### src/rtl/adder_arb_pkg.sv
// Shared constants and FSM encoding for the round-robin adder arbiter.
package adder_arb_pkg;

    localparam int NREQ_DEFAULT = 3;
    localparam int IDW_DEFAULT  = 2;
    localparam int OPW          = 32;

    typedef enum logic {
        EMPTY = 1'b0,
        FULL  = 1'b1
    } state_t;

endpackage

### src/rtl/cla32.sv
// 32-bit carry-lookahead adder built from eight 4-bit lookahead groups
// with the group carries rippled between groups.
module cla32 (
    input  logic [31:0] a,
    input  logic [31:0] b,
    input  logic        ci,
    output logic [31:0] s,
    output logic        co
);

    logic [31:0] w_g;
    logic [31:0] w_p;
    logic [32:0] w_c;

    assign w_g = a & b;
    assign w_p = a ^ b;

    // Every carry inside a group is formed from that group's carry-in only.
    always_comb begin : p_carry
        logic [32:0] c;
        c    = '0;
        c[0] = ci;
        for (int k = 0; k < 8; k++) begin
            c[4*k+1] = w_g[4*k]
                     | (w_p[4*k] & c[4*k]);
            c[4*k+2] = w_g[4*k+1]
                     | (w_p[4*k+1] & w_g[4*k])
                     | (w_p[4*k+1] & w_p[4*k] & c[4*k]);
            c[4*k+3] = w_g[4*k+2]
                     | (w_p[4*k+2] & w_g[4*k+1])
                     | (w_p[4*k+2] & w_p[4*k+1] & w_g[4*k])
                     | (w_p[4*k+2] & w_p[4*k+1] & w_p[4*k] & c[4*k]);
            c[4*k+4] = w_g[4*k+3]
                     | (w_p[4*k+3] & w_g[4*k+2])
                     | (w_p[4*k+3] & w_p[4*k+2] & w_g[4*k+1])
                     | (w_p[4*k+3] & w_p[4*k+2] & w_p[4*k+1] & w_g[4*k])
                     | (w_p[4*k+3] & w_p[4*k+2] & w_p[4*k+1] & w_p[4*k] & c[4*k]);
        end
        w_c = c;
    end

    assign s  = w_p ^ w_c[31:0];
    assign co = w_c[32];

endmodule

### src/rtl/adder_arbiter.sv
// Round-robin arbiter sharing one cla32 among NREQ requesters, with a
// single-entry registered result stage (one result per cycle when drained).
module adder_arbiter
    import adder_arb_pkg::*;
#(
    parameter int NREQ = NREQ_DEFAULT,
    parameter int IDW  = IDW_DEFAULT
) (
    input  logic                 clk,
    input  logic                 rst,
    input  logic [NREQ-1:0]      req_valid,
    input  logic [OPW*NREQ-1:0]  req_a,
    input  logic [OPW*NREQ-1:0]  req_b,
    input  logic [NREQ-1:0]      req_ci,
    output logic [NREQ-1:0]      req_ready,
    output logic                 rsp_valid,
    input  logic                 rsp_ready,
    output logic [OPW-1:0]       rsp_sum,
    output logic                 rsp_co,
    output logic                 rsp_ov,
    output logic [IDW-1:0]       rsp_id
);

    state_t         r_state;
    state_t         w_stateNext;
    logic [IDW-1:0] r_rrPtr;
    logic [IDW-1:0] w_winner;
    logic           w_found;
    logic           w_canAccept;
    logic           w_xfer;
    logic [OPW-1:0] w_opA;
    logic [OPW-1:0] w_opB;
    logic           w_ci;
    logic [OPW-1:0] w_sum;
    logic           w_co;
    logic [OPW-1:0] r_sum;
    logic           r_co;
    logic           r_ov;
    logic [IDW-1:0] r_id;

    assign w_canAccept = (r_state == EMPTY) || rsp_ready;

    // First valid requester at or after the round-robin pointer, wrapping.
    always_comb begin : p_grant
        logic [IDW-1:0] idx;
        idx      = '0;
        w_found  = 1'b0;
        w_winner = '0;
        for (int k = 0; k < NREQ; k++) begin
            idx = IDW'((int'(r_rrPtr) + k) % NREQ);
            if (!w_found && req_valid[idx]) begin
                w_found  = 1'b1;
                w_winner = idx;
            end
        end
    end

    // Reset gates the grant so nothing is accepted while the block is held.
    assign w_xfer = w_found && w_canAccept && !rst;

    always_comb begin : p_ready
        req_ready = '0;
        if (w_xfer) begin
            req_ready[w_winner] = 1'b1;
        end
    end

    always_comb begin : p_mux
        w_opA = '0;
        w_opB = '0;
        w_ci  = 1'b0;
        for (int k = 0; k < NREQ; k++) begin
            if (w_winner == IDW'(k)) begin
                w_opA = req_a[k*OPW +: OPW];
                w_opB = req_b[k*OPW +: OPW];
                w_ci  = req_ci[k];
            end
        end
    end

    cla32 u_cla (
        .a  (w_opA),
        .b  (w_opB),
        .ci (w_ci),
        .s  (w_sum),
        .co (w_co)
    );

    always_comb begin : p_next
        w_stateNext = r_state;
        case (r_state)
            EMPTY:   if (w_xfer) w_stateNext = FULL;
            FULL:    if (rsp_ready && !w_xfer) w_stateNext = EMPTY;
            default: w_stateNext = EMPTY;
        endcase
    end

    always_ff @(posedge clk or posedge rst) begin
        if (rst) begin
            r_state <= EMPTY;
        end else begin
            r_state <= w_stateNext;
        end
    end

    // The result register only changes on a transfer, so it holds while stalled.
    always_ff @(posedge clk or posedge rst) begin
        if (rst) begin
            r_sum   <= '0;
            r_co    <= 1'b0;
            r_ov    <= 1'b0;
            r_id    <= '0;
            r_rrPtr <= '0;
        end else if (w_xfer) begin
            r_sum   <= w_sum;
            r_co    <= w_co;
            r_ov    <= (w_opA[OPW-1] == w_opB[OPW-1]) && (w_sum[OPW-1] != w_opA[OPW-1]);
            r_id    <= w_winner;
            r_rrPtr <= (w_winner == IDW'(NREQ-1)) ? '0 : w_winner + 1'b1;
        end
    end

    assign rsp_valid = (r_state == FULL);
    assign rsp_sum   = r_sum;
    assign rsp_co    = r_co;
    assign rsp_ov    = r_ov;
    assign rsp_id    = r_id;

endmodule

### config.mk
export PLATFORM = sky130hd
export DESIGN_NAME = adder_arbiter
export DESIGN_NICKNAME = d
export VERILOG_FILES = /design/src/rtl/adder_arb_pkg.sv /design/src/rtl/cla32.sv /design/src/rtl/adder_arbiter.sv
export SDC_FILE = /design/constraint.sdc
export NUM_CORES = 1
export LEC_CHECK = 0
export CORE_MARGIN = 1.5
export CORE_UTILIZATION = 37
export CTS_CLUSTER_SIZE = 40
export DETAILED_ROUTE_END_ITERATION = 16
export GPL_ROUTABILITY_DRIVEN = 0
export PLACE_DENSITY = 0.79
export SYNTH_ARGS = -nofsm -noshare
export SYNTH_HDL_FRONTEND = slang
export SYNTH_HIERARCHICAL = 1
export SYNTH_SLANG_ARGS = --single-unit
### constraint.sdc
create_clock -name clk -period 4.8 [get_ports clk]
set_input_delay 0.96 -clock clk [delete_from_list [all_inputs] [get_ports clk]]
set_output_delay 0.96 -clock clk [all_outputs]
set_load 0.05 [all_outputs]
==> results.cfg, run 1 <==
[layout]
final_cell_mix = clkdlybuf4s50_1 (234), nand2_1 (108), nor2_1 (102)
fin_util_pct = 68.8
diodes = 0
syn2layout_area_growth_pct = 81.7
layout-drive-gt1-share_pct = 20.1
layout_commonest_cell = clkdlybuf4s50_1
fin_nets = 1160

[logic_synthesis]
synth_enable_flop_cells = 0
async_flop_share_pct = 100
synthesis.area_sq_um = 4530
synthDistinctLibCells = 65
ys.flop_type = dfrtp_1
syn_avg_cell_area_sq_um = 7.63
synth_fp_nets = 839
ys_seq_area_share_pct = 21.5
yosys_warnings = 6
ys_seq_elements = 39
synthCells = 594

[timing]
layout_setup_ws_ns = 0.202
period_share_pct = 95.8
skew_ns = 0.00444
worst_pin_slew_ns = 0.571
setup_tns_ns = 0
setup_viol = 0
fmax_mhz = 217
fin_crit_ns = 4.60
hold_viol = 0
drv_slew = 0
max_slew_margin_pct = 61.8
rsz0062_at_grt = true

[setup_path]
worstPathArrival_ns = 4.76
cp-start-kind = register
reg2reg_to = rsp_sum[21]$_DFFE_PP0P_
crit_required_ns = 4.96
timing.rr.start = r_rrPtr[0]$_DFFE_PP0P_
setup.worst_path.end_class = register
crit_path_end = rsp_sum[21]$_DFFE_PP0P_
path_class = register to register
cp_max_fo = 11
r2r_cells = 21
cp-startpoint = r_rrPtr[0]$_DFFE_PP0P_
r2r_slack_ns = 0.20

[drt]
via_count = 5581
ant_nets = 0
first_pass_iters = 5
route.detailed.drc = 0
routed_wl_mm = 17.4
vias_per_cell = 5.26
drt-initial-drc-count = 309
wire_per_inst_um = 16.4

[cts]
cts_buffer_depth = 2
numCtsBuffers = 5
root_buffer = clkbuf_16
postCtsHoldBufs = 0
clk_pin_slew_ns = 0.06
clkLatencyLatePin_ns = 0.28
clock_sinks = 39
cts_max_level = 2
cts_tree = done

[global_route]
grt_pass1_vias = 5558
grt_pass1_wl_mm = 26.7
grt_usage_pct = 26.4
grt_overflow = 0
antenna_found_initial = 0
grt_start_max_net_pins = 40

[floorplan]
start_util_pct = 37.9
die_w_um = 114
core_area_sq_um = 12000
die_area_sq_um = 12900
ioPinCount = 241
rows = 40
fp.dieH_um = 114

[placement]
hpwl_mm = 13.6
io_buffers = 240
pre_cts_ws_ns = -0.665

[job]
drv_cap = 0

[status]
outcome = complete, no violations

[worst_hold_path]
hold_class = register to register
## worst max-delay path: stages (launching register included)
cell and delay, ns:
dfrtp_1 0.40, inv_1 0.08, ha_2 0.43, nand4bb_1 0.17, a41oi_2 0.11, buf_4 0.16, o31ai_4 0.27, buf_12 0.16
buf_12 0.13, buf_12 0.13, nand2_1 0.08, a31oi_1 0.21, ha_1 0.29, a21oi_2 0.16, o21ai_2 0.09, a221oi_2 0.24
buf_4 0.19, a21oi_1 0.09, a31o_2 0.26, fa_1 0.37, xor2_1 0.17, mux2_1 0.28
## what timing repair did
| item | in CTS | in global routing |
|---|---|---|
| cloned | 1 | 0 |
| buffers inserted | 6 | 1 |
| endpoints found under the setup margin | 16 | 17 |
| hold endpoints to repair | 0 | 0 |
| pin swaps | 6 | 9 |
| gates resized for setup | 14 | 33 |
## synth_stat cells (3+ instances only)
cell type / count / share of area, %
dfrtp_1: 39 / 22
buf_2: 23 / 2.5
nand4_1: 3 / 0.41
xor2_1: 8 / 1.5
nor3_1: 4 / 0.44
nand2b_1: 6 / 0.83
a31oi_1: 45 / 6.2
a21o_1: 10 / 1.7
ha_1: 36 / 9.9
mux2i_1: 11 / 2.4
o22ai_1: 21 / 2.9
o21ai_0: 15 / 1.7
clkbuf_1: 4 / 0.33
nor3b_1: 3 / 0.50
fa_1: 8 / 3.5
xnor2_1: 9 / 1.7
a21oi_1: 19 / 2.1
a211oi_1: 5 / 0.83
nand2_1: 111 / 9.2
nor2_1: 104 / 8.6
inv_1: 18 / 1.5
nand3_1: 5 / 0.55
o21a_1: 3 / 0.50
nor2b_1: 3 / 0.41
or2_2: 3 / 0.41
mux2_2: 18 / 4.5
mux2_1: 15 / 3.7
## routing by layer
metal  routed length [um]  GRT usage [%]  vias to the layer above  part of all wire, %
met1                 6870           30.4                     2580                   40
met5                    0              0                        -                    0
met3                 1110           5.21                       28                  6.4
met4                  416           8.50                        0                  2.4
li1                     -              -                     2750                    -
met2                 8970           48.9                      223                   52
## kinds of logic (layout without fill, tap and decap cells)
family | Yosys count | after routing | synth area share, %
simple gates | 258 | 258 | 24.5
compound gates | 143 | 143 | 21.4
buf+inv | 49 | 369 | 5.11
fa+ha+maj | 44 | 44 | 13.5
mux | 44 | 44 | 10.6
flops | 39 | 39 | 21.5
xor+xnor | 17 | 17 | 3.29
## how the worst min path moves through the flow
stage                                  from                 endpoint  slack, ns  cells past startpoint
floorplan            r_rrPtr[0]$_DFFE_PP0P_   r_rrPtr[0]$_DFFE_PP0P_       0.51                      1
global placement    rsp_sum[16]$_DFFE_PP0P_  rsp_sum[16]$_DFFE_PP0P_       0.47                      1
detailed placement       rsp_ov$_DFFE_PP0P_       rsp_ov$_DFFE_PP0P_       0.47                      2
CTS                      rsp_ov$_DFFE_PP0P_       rsp_ov$_DFFE_PP0P_       0.48                      2
global route          rsp_id[1]$_DFFE_PP0P_    rsp_id[1]$_DFFE_PP0P_       0.49                      1
finish                   rsp_ov$_DFFE_PP0P_       rsp_ov$_DFFE_PP0P_       0.48                      2
## per-stage QoR
step	cell area (sq um)	instances	hold WS [ns]
after floorplan	4530	594	0.506
after global placement	7810	1047	0.467
after detailed placement	7810	1047	0.471
after CTS	8070	1060	0.484
after global routing	8230	1061	0.494
final	8230	1061	0.482
## flip-flops by register name (all words and copies together), names as in the netlist
| signal | flops |
|---|---|
| rsp_valid | 1 |
| rsp_sum | 32 |
| rsp_co | 1 |
| rsp_ov | 1 |
| r_rrPtr | 2 |
| rsp_id | 2 |
## final cells by class
cell class,instances,area (sq um)
fill,966,3730
multi-input combinational,506,3550
timing repair buffer,345,3330
sequential,39,976
tap,147,184
clock buffer,6,129
inverter,18,67.6
Power of run 1 is left out: the tool's default activity adds up to more than one toggle a clock period on the data nets, which glitch-free logic cannot reach.
==> run 2: changes to the inputs <==
--- a/config.mk
+++ b/config.mk
@@ -11,5 +11,5 @@
 export DETAILED_ROUTE_END_ITERATION = 16
 export GPL_ROUTABILITY_DRIVEN = 0
-export PLACE_DENSITY = 0.79
+export PLACE_DENSITY = 0.87
 export SYNTH_ARGS = -nofsm -noshare
 export SYNTH_HDL_FRONTEND = slang
==> constraint.sdc (replaced) <==
create_clock -name clk -period 4.8 [get_ports clk]
set_input_delay 0.96 -clock clk [delete_from_list [all_inputs] [get_ports clk]]
set_output_delay 0.96 -clock clk [all_outputs]
set_load 0.02 [all_outputs]
==> run 2 against run 1 <==
Sequential share of layout area grew 0.10 points. Flip-flop and latch count is the same. Clock skew grew 0.00064 ns. Via count grew 0.50%. Largest cell class unchanged. Routed wire length shrank 2.9%. Non-clock buffer count grew 3. Critical path type is now input port to register. Setup slack lost 0.035 ns. Utilization shrank 0.51 points.
==> results.cfg, run 2 (same netlist as run 1, synthesis figures left out) <==
[layout]
fill_cells = 943
layout.cells.non_filler = 1066
layout_commonest_cell = clkdlybuf4s50_1
syn2layout_area_growth_pct = 80.3
layout-drive-gt1-share_pct = 19.0
fin_util_pct = 68.3
final_cell_mix = clkdlybuf4s50_1 (237), nand2_1 (109), nor2_1 (104)
diodes = 0
largest_reg_flops = 32
fin_nets = 1163

[drt]
via_count = 5609
wire_per_inst_um = 15.8
vias_per_cell = 5.26
route.detailed.drc = 0
drt-initial-drc-count = 183
ant_nets = 0
first_pass_iters = 4
routed_wl_mm = 16.9

[floorplan]
die_area_sq_um = 12900
die_w_um = 114
ioPinCount = 241
rows = 40
core_area_sq_um = 12000
fp.dieH_um = 114
start_util_pct = 37.9

[cts]
clk_pin_slew_ns = 0.06
numCtsBuffers = 5
clock_sinks = 39
cts_max_level = 2
cts_buffer_depth = 2
root_buffer = clkbuf_16
clkLatencyLatePin_ns = 0.28
postCtsHoldBufs = 0
cts_tree = done

[global_route]
grt_usage_pct = 25.9
grt_start_max_net_pins = 40
grt_overflow = 0
grt_pass1_wl_mm = 26.6
antenna_found_initial = 0
grt_pass1_vias = 5727

[placement]
hpwl_mm = 13.8
dp_cells = 1055
io_buffers = 240

[timing]
fmax_mhz = 216
max_slew_margin_pct = 63.8
setup_viol = 0
drv_slew = 0
skew_ns = 0.00508
hold_viol = 0
worst_pin_slew_ns = 0.543
period_share_pct = 96.5
fin_crit_ns = 4.63

[setup_path]
critPathMaxStageDelay_ns = 0.44
r2r_cells = 21
cp-startpoint = req_valid[2]
worstPathArrival_ns = 4.79
crit_slowest_cell = o41ai_4
setup.worst_path.end_class = register
reg2reg_to = rsp_sum[21]$_DFFE_PP0P_
cp_max_fo = 21
path_class = input port to register
crit_required_ns = 4.96
timing.rr.start = r_rrPtr[0]$_DFFE_PP0P_
cp-start-kind = input port
r2r_slack_ns = 0.20
crit_path_end = rsp_sum[21]$_DFFE_PP0P_
worstPathCellList = buf_2 -> a22o_1 -> a211oi_4 -> o41ai_4 -> nand2_4 -> buf_12 -> buf_4 -> o22ai_1 -> nor2_1 -> ha_1 -> buf_4 -> a21oi_2 -> o21ai_2 -> a221oi_4 -> buf_12 -> a21oi_1 -> a31o_2 -> fa_1 -> xor2_1 -> mux2_1

[job]
drv_cap = 0

[status]
outcome = complete, no violations

[worst_hold_path]
hold_class = register to register
-- run 2: cell types whose count changed in the layout (fill, tap and decap cells not counted), moves of 2 or more --
| cell | previous run | this run |
|---|---|---|
| a21oi_1 | 13 | 16 |
| a21oi_2 | 6 | 3 |
| a31oi_1 | 40 | 45 |
| a31oi_2 | 6 | 1 |
| buf_12 | 10 | 6 |
| buf_2 | 0 | 2 |
| buf_4 | 96 | 102 |
| clkdlybuf4s50_1 | 234 | 237 |
| ha_1 | 31 | 33 |
| nor2_1 | 102 | 104 |
| nor2_2 | 3 | 1 |
| o21ai_2 | 4 | 2 |
-- run 2: worst min path at each step --
stage / from / end / slack [ns] / cells after the start
final: rsp_id[1]$_DFFE_PP0P_ / rsp_id[1]$_DFFE_PP0P_ / 0.48 / 1
after detailed placement: rsp_id[1]$_DFFE_PP0P_ / rsp_id[1]$_DFFE_PP0P_ / 0.46 / 1
after CTS: rsp_id[1]$_DFFE_PP0P_ / rsp_id[1]$_DFFE_PP0P_ / 0.48 / 1
after floorplan: r_rrPtr[0]$_DFFE_PP0P_ / r_rrPtr[0]$_DFFE_PP0P_ / 0.51 / 1
after global routing: rsp_id[1]$_DFFE_PP0P_ / rsp_id[1]$_DFFE_PP0P_ / 0.49 / 1
after global placement: rsp_id[1]$_DFFE_PP0P_ / rsp_id[1]$_DFFE_PP0P_ / 0.46 / 1
-- run 2: timing repair --
action                     CTS  global route
setup endpoints to repair   27            19
gates cloned                 0             0
buffers inserted             0             3
gates resized for setup     16            25
pin swaps                    2             8
-- run 2: cell type report --
type / instances / area (sq um) / area share [%]
Clock buffer: 6 / 139 / 1.70
Clock inverter: 2 / 35.0 / 0.429
Sequential cell: 39 / 977 / 12.0
Timing Repair Buffer: 348 / 3270 / 40.1
Inverter: 18 / 67.6 / 0.827
Tap cell: 147 / 184 / 2.25
Multi-Input combinational cell: 506 / 3490 / 42.8
-- run 2: worst max-delay path: cells and delay by family --
kind	cells	cell delay (ns)
compound gates	9	1.72
buf+inv	5	0.79
fa+ha+maj	2	0.69
mux	1	0.30
simple gates	2	0.18
xor+xnor	1	0.17
-- run 2: stage by stage --
stage	area [sq um]	hold slack [ns]	setup WS, ns	TNS [ns]
final	8170	0.478	0.166	0
after global routing	8170	0.495	-0.0279	-0.0646
after CTS	8070	0.479	0.00114	0
after detailed placement	7840	0.464	-0.648	-11.71
after global placement	7840	0.461	-0.545	-8.69
after floorplan	4530	0.506	0.0122	0
-- run 2: routing by layer --
| metal | share of wire, % | up-vias | GRT usage, % | routed length [um] |
|---|---|---|---|---|
| met1 | 38 | 2625 | 27.8 | 6400 |
| met5 | 0 | - | 0 | 0 |
| met4 | 3.1 | 0 | 9.83 | 520 |
| met2 | 52 | 199 | 49.0 | 8810 |
| met3 | 6.7 | 30 | 5.79 | 1130 |
| li1 | - | 2755 | - | - |
Power of run 2 is left out for the same reason.
